File: config.mk
export PLATFORM = sky130hd
export DESIGN_NAME = decode_flat
export DESIGN_NICKNAME = d
export VERILOG_FILES = /design/src/rtl/decode_if.sv /design/src/rtl/decode.sv /design/src/flat_wrapper.sv
export SDC_FILE = /design/constraint.sdc
export NUM_CORES = 2
export LEC_CHECK = 0
export BUFFER_PORTS_ARGS = -buffer_cell sky130_fd_sc_hd__clkbuf_2
export CORE_ASPECT_RATIO = 1.1
export CORE_MARGIN = 2
export CORE_UTILIZATION = 61
export CTS_CLUSTER_SIZE = 8
export DETAILED_ROUTE_END_ITERATION = 6
export PLACE_DENSITY = 0.79
export SLEW_MARGIN = 20
export SYNTH_ARGS = -nofsm -noshare
export SYNTH_HDL_FRONTEND = slang
export SYNTH_SLANG_ARGS = --single-unit
export TNS_END_PERCENT = 5
File: constraint.sdc
create_clock -name clock -period 7.55 [get_ports clock]
set_clock_uncertainty 0.15 [all_clocks]
set_input_delay 1.1325 -clock clock [delete_from_list [all_inputs] [get_ports clock]]
set_output_delay 1.1325 -clock clock [all_outputs]
set_load 0.005 [all_outputs]
File: src/rtl/decode_if.sv
// Decode-stage bus: IF/ID inputs, downstream stall/forward status, the
// register-file write port, and the registered ID/EX pipeline outputs.
// The slave modport is the decode stage; master is whatever surrounds it.
interface decode_if #(
    parameter int ADDRESS_SIZE = 32,
    parameter int DATA_SIZE    = 32
);
    // fetch -> decode
    logic [ADDRESS_SIZE-1:0] IF_ID_nextPC;
    logic [DATA_SIZE-1:0]    IF_ID_IR;
    // downstream stall requests and MEM-stage destination
    logic                    ex_stall_c;
    logic                    mem_stall_c;
    logic                    EX_MEM_reg_write;
    logic [4:0]              EX_MEM_rd;
    // write-back port into the register file
    logic                    wb_write_enable;
    logic [4:0]              wb_write_reg;
    logic [DATA_SIZE-1:0]    wb_write_data;
    // combinational feedback to fetch
    logic                    id_stall_c;
    logic                    branch_c;
    logic [ADDRESS_SIZE-1:0] branch_pc;
    // ID/EX pipeline register
    logic [ADDRESS_SIZE-1:0] ID_EX_nextPC;
    logic [DATA_SIZE-1:0]    ID_EX_A;
    logic [DATA_SIZE-1:0]    ID_EX_B;
    logic [DATA_SIZE-1:0]    ID_EX_imm;
    logic [4:0]              ID_EX_rs;
    logic [4:0]              ID_EX_rt;
    logic [4:0]              ID_EX_rd;
    logic [2:0]              ID_EX_alu_op;
    logic                    ID_EX_alu_src_imm;
    logic                    ID_EX_mem_read;
    logic                    ID_EX_mem_write;
    logic                    ID_EX_reg_write;

    modport slave (
        input  IF_ID_nextPC, IF_ID_IR, ex_stall_c, mem_stall_c,
               EX_MEM_reg_write, EX_MEM_rd,
               wb_write_enable, wb_write_reg, wb_write_data,
        output id_stall_c, branch_c, branch_pc,
               ID_EX_nextPC, ID_EX_A, ID_EX_B, ID_EX_imm,
               ID_EX_rs, ID_EX_rt, ID_EX_rd, ID_EX_alu_op,
               ID_EX_alu_src_imm, ID_EX_mem_read, ID_EX_mem_write, ID_EX_reg_write
    );

    modport master (
        output IF_ID_nextPC, IF_ID_IR, ex_stall_c, mem_stall_c,
               EX_MEM_reg_write, EX_MEM_rd,
               wb_write_enable, wb_write_reg, wb_write_data,
        input  id_stall_c, branch_c, branch_pc,
               ID_EX_nextPC, ID_EX_A, ID_EX_B, ID_EX_imm,
               ID_EX_rs, ID_EX_rt, ID_EX_rd, ID_EX_alu_op,
               ID_EX_alu_src_imm, ID_EX_mem_read, ID_EX_mem_write, ID_EX_reg_write
    );
endinterface

File: src/rtl/decode.sv
// MIPS-subset instruction decode stage: register file with write-through
// bypass, instruction decode, load-use / branch hazard detection, branch
// resolution in ID (one delay slot, no flush) and the ID/EX register.
module decode #(
    parameter int ADDRESS_SIZE = 32,
    parameter int DATA_SIZE    = 32
) (
    input  logic     clock,
    input  logic     reset_n,
    decode_if.slave  bus
);
    localparam logic [5:0] OP_RTYPE = 6'h00;
    localparam logic [5:0] OP_J     = 6'h02;
    localparam logic [5:0] OP_BEQ   = 6'h04;
    localparam logic [5:0] OP_BNE   = 6'h05;
    localparam logic [5:0] OP_ADDI  = 6'h08;
    localparam logic [5:0] OP_LW    = 6'h23;
    localparam logic [5:0] OP_SW    = 6'h2B;

    localparam logic [5:0] FN_ADD = 6'h20;
    localparam logic [5:0] FN_SUB = 6'h22;
    localparam logic [5:0] FN_AND = 6'h24;
    localparam logic [5:0] FN_OR  = 6'h25;
    localparam logic [5:0] FN_SLT = 6'h2A;

    localparam logic [2:0] ALU_ADD = 3'd0;
    localparam logic [2:0] ALU_SUB = 3'd1;
    localparam logic [2:0] ALU_AND = 3'd2;
    localparam logic [2:0] ALU_OR  = 3'd3;
    localparam logic [2:0] ALU_SLT = 3'd4;

    typedef struct packed {
        logic [ADDRESS_SIZE-1:0] next_pc;
        logic [DATA_SIZE-1:0]    a;
        logic [DATA_SIZE-1:0]    b;
        logic [DATA_SIZE-1:0]    imm;
        logic [4:0]              rs;
        logic [4:0]              rt;
        logic [4:0]              rd;
        logic [2:0]              alu_op;
        logic                    alu_src_imm;
        logic                    mem_read;
        logic                    mem_write;
        logic                    reg_write;
    } idex_t;

    // instruction fields
    logic [DATA_SIZE-1:0] ir;
    logic [5:0]           opcode;
    logic [5:0]           funct;
    logic [4:0]           rs;
    logic [4:0]           rt;
    logic [4:0]           rd_field;
    logic [DATA_SIZE-1:0] imm_ext;

    assign ir       = bus.IF_ID_IR;
    assign opcode   = ir[31:26];
    assign rs       = ir[25:21];
    assign rt       = ir[20:16];
    assign rd_field = ir[15:11];
    assign funct    = ir[5:0];
    assign imm_ext  = {{(DATA_SIZE-16){ir[15]}}, ir[15:0]};

    // register file and its read ports
    logic [DATA_SIZE-1:0] regs_q [32];
    logic [DATA_SIZE-1:0] rd_a;
    logic [DATA_SIZE-1:0] rd_b;

    // decode results
    logic       valid;
    logic [2:0] alu_op;
    logic       alu_src_imm;
    logic       mem_read;
    logic       mem_write;
    logic [4:0] dest;
    logic       reads_rs;
    logic       reads_rt;
    logic       is_beq;
    logic       is_bne;
    logic       is_j;

    // hazards / branch
    logic       load_use;
    logic       branch_haz;
    logic       id_stall;
    logic       down_stall;
    logic       taken;
    logic [ADDRESS_SIZE-1:0] br_off;

    idex_t idex_q;
    idex_t idex_d;
    idex_t dec_w;

    // Register file: r0 is never written; reset clears everything and wins over writes.
    always_ff @(posedge clock) begin
        if (!reset_n) begin
            for (int i = 0; i < 32; i++) regs_q[i] <= '0;
        end else if (bus.wb_write_enable && bus.wb_write_reg != 5'd0) begin
            regs_q[bus.wb_write_reg] <= bus.wb_write_data;
        end
    end

    // Read ports with write-through so a same-cycle WB is seen by decode.
    always_comb begin
        rd_a = regs_q[rs];
        rd_b = regs_q[rt];
        if (rs == 5'd0)
            rd_a = '0;
        else if (bus.wb_write_enable && bus.wb_write_reg == rs)
            rd_a = bus.wb_write_data;
        if (rt == 5'd0)
            rd_b = '0;
        else if (bus.wb_write_enable && bus.wb_write_reg == rt)
            rd_b = bus.wb_write_data;
    end

    // Opcode/funct decode; anything unrecognised stays invalid and becomes a bubble.
    always_comb begin
        valid       = 1'b0;
        alu_op      = ALU_ADD;
        alu_src_imm = 1'b0;
        mem_read    = 1'b0;
        mem_write   = 1'b0;
        dest        = 5'd0;
        reads_rs    = 1'b0;
        reads_rt    = 1'b0;
        is_beq      = 1'b0;
        is_bne      = 1'b0;
        is_j        = 1'b0;
        case (opcode)
            OP_RTYPE: begin
                valid    = 1'b1;
                dest     = rd_field;
                reads_rs = 1'b1;
                reads_rt = 1'b1;
                case (funct)
                    FN_ADD:  alu_op = ALU_ADD;
                    FN_SUB:  alu_op = ALU_SUB;
                    FN_AND:  alu_op = ALU_AND;
                    FN_OR:   alu_op = ALU_OR;
                    FN_SLT:  alu_op = ALU_SLT;
                    default: begin
                        valid    = 1'b0;
                        dest     = 5'd0;
                        reads_rs = 1'b0;
                        reads_rt = 1'b0;
                    end
                endcase
            end
            OP_ADDI: begin
                valid       = 1'b1;
                alu_src_imm = 1'b1;
                dest        = rt;
                reads_rs    = 1'b1;
            end
            OP_LW: begin
                valid       = 1'b1;
                alu_src_imm = 1'b1;
                mem_read    = 1'b1;
                dest        = rt;
                reads_rs    = 1'b1;
            end
            OP_SW: begin
                valid       = 1'b1;
                alu_src_imm = 1'b1;
                mem_write   = 1'b1;
                reads_rs    = 1'b1;
                reads_rt    = 1'b1;
            end
            OP_BEQ: begin
                valid    = 1'b1;
                is_beq   = 1'b1;
                reads_rs = 1'b1;
                reads_rt = 1'b1;
            end
            OP_BNE: begin
                valid    = 1'b1;
                is_bne   = 1'b1;
                reads_rs = 1'b1;
                reads_rt = 1'b1;
            end
            OP_J: begin
                valid = 1'b1;
                is_j  = 1'b1;
            end
            default: ;
        endcase
    end

    // Pack the decoded instruction; invalid encodings produce an all-zero bubble.
    always_comb begin
        dec_w = '0;
        if (valid) begin
            dec_w.next_pc     = bus.IF_ID_nextPC;
            dec_w.a           = rd_a;
            dec_w.b           = rd_b;
            dec_w.imm         = imm_ext;
            dec_w.rs          = rs;
            dec_w.rt          = rt;
            dec_w.rd          = dest;
            dec_w.alu_op      = alu_op;
            dec_w.alu_src_imm = alu_src_imm;
            dec_w.mem_read    = mem_read;
            dec_w.mem_write   = mem_write;
            dec_w.reg_write   = (dest != 5'd0);
        end
    end

    // Hazards: load-use on any real source operand; branches compare in ID so
    // they must also wait for any in-flight producer in EX or MEM.
    always_comb begin
        load_use   = idex_q.mem_read && (idex_q.rd != 5'd0) &&
                     ((reads_rs && idex_q.rd == rs) || (reads_rt && idex_q.rd == rt));
        branch_haz = (is_beq || is_bne) &&
                     ((idex_q.reg_write && (idex_q.rd == rs || idex_q.rd == rt)) ||
                      (bus.EX_MEM_reg_write && bus.EX_MEM_rd != 5'd0 &&
                       (bus.EX_MEM_rd == rs || bus.EX_MEM_rd == rt)));
        id_stall   = reset_n && (load_use || branch_haz);
        down_stall = bus.ex_stall_c || bus.mem_stall_c;
        taken      = (is_beq && rd_a == rd_b) || (is_bne && rd_a != rd_b) || is_j;
    end

    assign br_off         = {{(ADDRESS_SIZE-18){ir[15]}}, ir[15:0], 2'b00};
    assign bus.id_stall_c = id_stall;
    assign bus.branch_c   = reset_n && !id_stall && !down_stall && taken;
    assign bus.branch_pc  = is_j ? {bus.IF_ID_nextPC[ADDRESS_SIZE-1:28], ir[25:0], 2'b00}
                                 : bus.IF_ID_nextPC + br_off;

    // ID/EX next state: downstream stall holds, hazard inserts a bubble.
    always_comb begin
        idex_d = dec_w;
        if (down_stall)
            idex_d = idex_q;
        else if (id_stall)
            idex_d = '0;
    end

    // ID/EX register.
    always_ff @(posedge clock) begin
        if (!reset_n)
            idex_q <= '0;
        else
            idex_q <= idex_d;
    end

    assign bus.ID_EX_nextPC      = idex_q.next_pc;
    assign bus.ID_EX_A           = idex_q.a;
    assign bus.ID_EX_B           = idex_q.b;
    assign bus.ID_EX_imm         = idex_q.imm;
    assign bus.ID_EX_rs          = idex_q.rs;
    assign bus.ID_EX_rt          = idex_q.rt;
    assign bus.ID_EX_rd          = idex_q.rd;
    assign bus.ID_EX_alu_op      = idex_q.alu_op;
    assign bus.ID_EX_alu_src_imm = idex_q.alu_src_imm;
    assign bus.ID_EX_mem_read    = idex_q.mem_read;
    assign bus.ID_EX_mem_write   = idex_q.mem_write;
    assign bus.ID_EX_reg_write   = idex_q.reg_write;
endmodule

File: src/flat_wrapper.sv
// flat-port wrapper written by rule: the top's interface ports become plain ports
module decode_flat 
#(
    parameter int ADDRESS_SIZE = 32,
    parameter int DATA_SIZE    = 32
)
  (clock, reset_n, bus_IF_ID_nextPC, bus_IF_ID_IR, bus_ex_stall_c, bus_mem_stall_c, bus_EX_MEM_reg_write, bus_EX_MEM_rd, bus_wb_write_enable, bus_wb_write_reg, bus_wb_write_data, bus_id_stall_c, bus_branch_c, bus_branch_pc, bus_ID_EX_nextPC, bus_ID_EX_A, bus_ID_EX_B, bus_ID_EX_imm, bus_ID_EX_rs, bus_ID_EX_rt, bus_ID_EX_rd, bus_ID_EX_alu_op, bus_ID_EX_alu_src_imm, bus_ID_EX_mem_read, bus_ID_EX_mem_write, bus_ID_EX_reg_write);
  decode_if #(.ADDRESS_SIZE(ADDRESS_SIZE), .DATA_SIZE(DATA_SIZE)) bus_i ();
  input  logic clock;
  input  logic reset_n;
  input wire logic [$bits(bus_i.IF_ID_nextPC)-1:0] bus_IF_ID_nextPC;
  input wire logic [$bits(bus_i.IF_ID_IR)-1:0] bus_IF_ID_IR;
  input wire logic [$bits(bus_i.ex_stall_c)-1:0] bus_ex_stall_c;
  input wire logic [$bits(bus_i.mem_stall_c)-1:0] bus_mem_stall_c;
  input wire logic [$bits(bus_i.EX_MEM_reg_write)-1:0] bus_EX_MEM_reg_write;
  input wire logic [$bits(bus_i.EX_MEM_rd)-1:0] bus_EX_MEM_rd;
  input wire logic [$bits(bus_i.wb_write_enable)-1:0] bus_wb_write_enable;
  input wire logic [$bits(bus_i.wb_write_reg)-1:0] bus_wb_write_reg;
  input wire logic [$bits(bus_i.wb_write_data)-1:0] bus_wb_write_data;
  output wire logic [$bits(bus_i.id_stall_c)-1:0] bus_id_stall_c;
  output wire logic [$bits(bus_i.branch_c)-1:0] bus_branch_c;
  output wire logic [$bits(bus_i.branch_pc)-1:0] bus_branch_pc;
  output wire logic [$bits(bus_i.ID_EX_nextPC)-1:0] bus_ID_EX_nextPC;
  output wire logic [$bits(bus_i.ID_EX_A)-1:0] bus_ID_EX_A;
  output wire logic [$bits(bus_i.ID_EX_B)-1:0] bus_ID_EX_B;
  output wire logic [$bits(bus_i.ID_EX_imm)-1:0] bus_ID_EX_imm;
  output wire logic [$bits(bus_i.ID_EX_rs)-1:0] bus_ID_EX_rs;
  output wire logic [$bits(bus_i.ID_EX_rt)-1:0] bus_ID_EX_rt;
  output wire logic [$bits(bus_i.ID_EX_rd)-1:0] bus_ID_EX_rd;
  output wire logic [$bits(bus_i.ID_EX_alu_op)-1:0] bus_ID_EX_alu_op;
  output wire logic [$bits(bus_i.ID_EX_alu_src_imm)-1:0] bus_ID_EX_alu_src_imm;
  output wire logic [$bits(bus_i.ID_EX_mem_read)-1:0] bus_ID_EX_mem_read;
  output wire logic [$bits(bus_i.ID_EX_mem_write)-1:0] bus_ID_EX_mem_write;
  output wire logic [$bits(bus_i.ID_EX_reg_write)-1:0] bus_ID_EX_reg_write;
  assign bus_i.IF_ID_nextPC = bus_IF_ID_nextPC;
  assign bus_i.IF_ID_IR = bus_IF_ID_IR;
  assign bus_i.ex_stall_c = bus_ex_stall_c;
  assign bus_i.mem_stall_c = bus_mem_stall_c;
  assign bus_i.EX_MEM_reg_write = bus_EX_MEM_reg_write;
  assign bus_i.EX_MEM_rd = bus_EX_MEM_rd;
  assign bus_i.wb_write_enable = bus_wb_write_enable;
  assign bus_i.wb_write_reg = bus_wb_write_reg;
  assign bus_i.wb_write_data = bus_wb_write_data;
  assign bus_id_stall_c = bus_i.id_stall_c;
  assign bus_branch_c = bus_i.branch_c;
  assign bus_branch_pc = bus_i.branch_pc;
  assign bus_ID_EX_nextPC = bus_i.ID_EX_nextPC;
  assign bus_ID_EX_A = bus_i.ID_EX_A;
  assign bus_ID_EX_B = bus_i.ID_EX_B;
  assign bus_ID_EX_imm = bus_i.ID_EX_imm;
  assign bus_ID_EX_rs = bus_i.ID_EX_rs;
  assign bus_ID_EX_rt = bus_i.ID_EX_rt;
  assign bus_ID_EX_rd = bus_i.ID_EX_rd;
  assign bus_ID_EX_alu_op = bus_i.ID_EX_alu_op;
  assign bus_ID_EX_alu_src_imm = bus_i.ID_EX_alu_src_imm;
  assign bus_ID_EX_mem_read = bus_i.ID_EX_mem_read;
  assign bus_ID_EX_mem_write = bus_i.ID_EX_mem_write;
  assign bus_ID_EX_reg_write = bus_i.ID_EX_reg_write;
  decode #(.ADDRESS_SIZE(ADDRESS_SIZE), .DATA_SIZE(DATA_SIZE)) u_core (.clock(clock), .reset_n(reset_n), .bus(bus_i));
endmodule
==> tab_implementation.tex <==
\begin{tabular}{lr}
\hline
Metric & Value \\
\hline
\multicolumn{2}{l}{\textbf{Logic synthesis}} \\
Number of flip-flops and latches in the synthesized netlist & 1158 \\
Library cells used by synthesis & 77 \\
Async set or reset register ratio after synthesis & 0\% \\
Number of enable-type register cells in the synthesized netlist & 1024 \\
Number of warnings issued by yosys & 0 \\
Number of instances in the synthesized netlist & 4473 \\
Share of synthesized area occupied by flip-flops and latches & 53.9\% \\
Leading register cell type out of synthesis & edfxtp\_1 \\
Post-synthesis instance area & 62000 sq um \\
Mean instance size in the synthesized netlist & 13.9 sq um \\
\multicolumn{2}{l}{\textbf{Die}} \\
Starting density of the core & 61.5\% \\
Overall die height & 338 um \\
Count of boundary I/O pins & 296 \\
Cell row count & 122 \\
Area of the placeable core & 101000 sq um \\
DIE WIDTH & 308 um \\
DIE AREA & 104000 sq um \\
\multicolumn{2}{l}{\textbf{Worst setup path}} \\
Worst setup path category & input pin to primary output \\
Worst path slowest cell & xor2\_1 \\
Data required time at the worst endpoint & 6.27 ns \\
Worst path top cell family by delay & buffers and inverters \\
Highest cell delay on the worst timing path & 0.83 ns \\
CP max FO & 26 \\
Crit path buffers/inverters & 5 \\
Most used cell along the critical path & clkbuf\_2 \\
Cells along the critical path & clkbuf\_2, buf\_4, inv\_2, buf\_12, mux2i\_1, o221ai\_1, nor3\_1, nor2\_1, xor2\_1, nand4\_1, nor4\_1, o21ai\_1, a21oi\_1, clkbuf\_2 \\
Data arrival, critical path & 5.83 ns \\
Critical path startpoint category & input pin \\
Crit. End Element & primary output \\
\multicolumn{2}{l}{\textbf{Timing}} \\
Normalized max-slew margin & 13.4\% \\
Fmax achieved & 141 MHz \\
Final worst-path cycle share & 94.2\% \\
Slew Limit Fails & 0 \\
Number of setup violations in the final report & 0 \\
Final Hold Violating Endpoints & 0 \\
RSZ-0062 raised after global routing & no \\
Setup TNS & 0 ns \\
Least-Margin Pin Slew & 1.30 ns \\
Minimum period implied by the final worst setup slack & 7.11 ns \\
\multicolumn{2}{l}{\textbf{Clock network}} \\
CTS tree & built \\
Bufs on Longest Clock Path & 3 \\
Post-CTS sizing & 0 \\
CTS Buf Count & 162 \\
Worst-skew pair later-pin latency & 0.79 ns \\
Post-CTS setup repair buffer count & 0 \\
Clock root buffer & clkbuf\_16 \\
H-tree levels & 4 \\
Clock Sinks & 1158 \\
Clock-pin slew reported for the worst setup and hold paths after clock tree synthesis & 0.05 ns \\
\# hold bufs at CTS & 0 \\
\multicolumn{2}{l}{\textbf{Global route}} \\
Remaining Overflow, GRT & 0 \\
Global-route wire length before repair & 313000 um \\
Pin count of the biggest net entering global routing & 74 \\
Overall Global Routing Usage & 42.7\% \\
Initial antenna violation count & 32 \\
Via count of the first global-routing pass & 44900 \\
\multicolumn{2}{l}{\textbf{Drt}} \\
Wire per inst & 36.9 um \\
Detailed router's first-iteration violation count & 8846 \\
Post-detailed-route count of antenna-violating nets & 0 \\
Number of detailed-route iterations in the first pass & 7 \\
Vias & 46000 \\
DRC violations left & 5 \\
Routed Wire Length & 224000 um \\
Post-DR vias/cell & 7.58 \\
\multicolumn{2}{l}{\textbf{Finish}} \\
Relative area change from synthesis to final layout & 12.5\% \\
Layout filler cell count & 6468 \\
Fin nets & 4828 \\
Share of cells above drive strength 1 & 27.2\% \\
Post-route cell area & 69800 sq um \\
\multicolumn{2}{l}{\textbf{Power}} \\
Peak supply drop & 0.000176 V \\
Overall Power & 16.4 mW \\
Leakage power total & 24.9 nW \\
Pwr per Cell Area & 235 nW/um\^{}2 \\
\multicolumn{2}{l}{\textbf{Place}} \\
Gp weighted congestion & 0.998 \\
Placed cell area & 65200 sq um \\
I/O Buffers & 295 \\
Detailed placement HPWL & 139000 um \\
\multicolumn{2}{l}{\textbf{Outcome}} \\
Violations in the final reports & DRC \\
Result of the run & complete, but fails checks \\
\multicolumn{2}{l}{\textbf{Run}} \\
Max Cap Violations & 0 \\
\multicolumn{2}{l}{\textbf{Hold path}} \\
Path category of the worst min-delay check & register to register \\
\hline
\end{tabular}
[layout make-up]
type,count,area [sq um],area share (%)
clock inverter,12,226,0.325
tap,1302,1630,2.33
inverter,24,95.1,0.136
timing repair buffer,487,3200,4.58
sequential,1158,33400,47.9
clock buffer,209,4290,6.15
multi-input combinational,2853,26800,38.5
antenna,25,62.6,0.0897
[synth_stat cells, drive strengths merged, types with 6 or more instances]
master / count / share of area [%]
nor3b: 7 / 0.085
a21o: 13 / 0.16
a22oi: 185 / 2.2
a32oi: 17 / 0.25
a211oi: 6 / 0.073
mux4: 529 / 19
nor4: 22 / 0.23
inv: 23 / 0.14
and3: 42 / 0.42
nor3: 88 / 0.71
nor2b: 20 / 0.20
nand4: 12 / 0.12
o22ai: 75 / 0.76
buf: 165 / 1.7
or2: 8 / 0.081
nand3b: 6 / 0.073
nor2: 262 / 1.6
xor2: 38 / 0.54
nand2b: 21 / 0.21
a22o: 12 / 0.17
mux2i: 74 / 1.2
nand3: 32 / 0.26
xnor2: 47 / 0.66
or4: 6 / 0.073
and2: 908 / 9.2
dfxtp: 134 / 4.3
ha: 29 / 0.59
o21ai: 88 / 0.72
clkbuf: 304 / 1.8
edfxtp: 1024 / 50
a21oi: 105 / 0.85
or3: 8 / 0.081
a2bb2oi: 6 / 0.085
o211ai: 6 / 0.081
nand2: 82 / 0.50
[tightest hold or removal path: stages (launching register included)]
cell,delay [ns]
dfxtp_1,0.32
a21oi_1,0.06
nor2_1,0.07
[report_power, final]
group / internal [mW] / leakage, nW / switching [mW]
registers: 7.30 / 10.8 / 0.180
clock network: 3.94 / 2.19 / 2.76
logic: 0.855 / 11.9 / 1.35
total: 12.1 / 24.9 / 4.29
[path summary, 6_finish.rpt]
check        slack (ns)                      to  cells after the start              startpoint
min reg2reg        0.34   u_core.bus.ID_EX_B[7]                      2   u_core.bus.ID_EX_B[7]
min                0.34   u_core.bus.ID_EX_B[7]                      2   u_core.bus.ID_EX_B[7]
max                0.44            bus_branch_c                     14        bus_IF_ID_IR[23]
max reg2reg        3.84  u_core.bus.ID_EX_rs[2]                     11  u_core.bus.ID_EX_rd[3]
[cell usage in the layout, fill, tap and decap left out, types with 29 or more instances in the layout]
| cell type | count |
|---|---|
| ha_1 | 29 |
| o21ai_4 | 29 |
| nor2_1 | 232 |
| edfxtp_1 | 1024 |
| mux4_2 | 529 |
| clkbuf_2 | 289 |
| and2_1 | 908 |
| xor2_1 | 38 |
| clkbuf_1 | 44 |
| nand3_1 | 32 |
| and3_1 | 42 |
| dfxtp_1 | 134 |
| o21ai_0 | 57 |
| a22oi_1 | 185 |
| xnor2_1 | 47 |
| buf_4 | 176 |
| a21oi_1 | 105 |
| clkbuf_16 | 165 |
| nor3_1 | 87 |
| o22ai_1 | 75 |
| mux2i_1 | 74 |
| nand2_1 | 81 |
| conb_1 | 32 |
[flip-flops by register name, indices dropped and copies added (netlist names), 3 cells and up]
| name | cells |
|---|---|
| u_core.bus.ID_EX_B | 32 |
| u_core.regs_q | 1024 |
| u_core.bus.ID_EX_rt | 5 |
| u_core.bus.ID_EX_alu_op | 3 |
| u_core.bus.ID_EX_A | 32 |
| u_core.bus.ID_EX_rd | 5 |
| u_core.bus.ID_EX_imm | 16 |
| u_core.bus.ID_EX_nextPC | 32 |
| u_core.bus.ID_EX_rs | 5 |
[through the flow]
stage	setup WS, ns	hold slack (ns)	util [%]	cells
after floorplan	2.18	0.316	-	4504
after global placement	0.810	0.313	64.7	5823
after detailed placement	0.787	0.331	64.7	5823
after CTS	0.769	0.342	69.2	6044
after global routing	0.385	0.359	69.2	6059
final	0.439	0.344	69.3	6070
[per-layer routing]
| layer | wire (um) | track usage, % | part of all wire, % |
|---|---|---|---|
| met5 | 91 | 0 | 0.041 |
| met4 | 21000 | 31.7 | 9.4 |
| met3 | 40300 | 17.9 | 18 |
| met2 | 96800 | 62.3 | 43 |
| met1 | 65500 | 50.8 | 29 |
[cell families (layout without fill, tap and decap cells)]
kind of cell | count (synthesis) | after routing | share of synthesized area, %
and+or+nand+nor | 1536 | 1536 | 14.0
adders and majority gates | 30 | 30 | 0.618
other | 1 | 57 | 0.00605
AOI/OAI and AO/OA | 563 | 563 | 6.07
xor gates and xnor gates | 85 | 85 | 1.20
muxes | 607 | 607 | 20.5
DFF | 1158 | 1158 | 53.9
buffers and inverters | 493 | 732 | 3.72
Note: power is estimated with default switching activity, not from simulation.
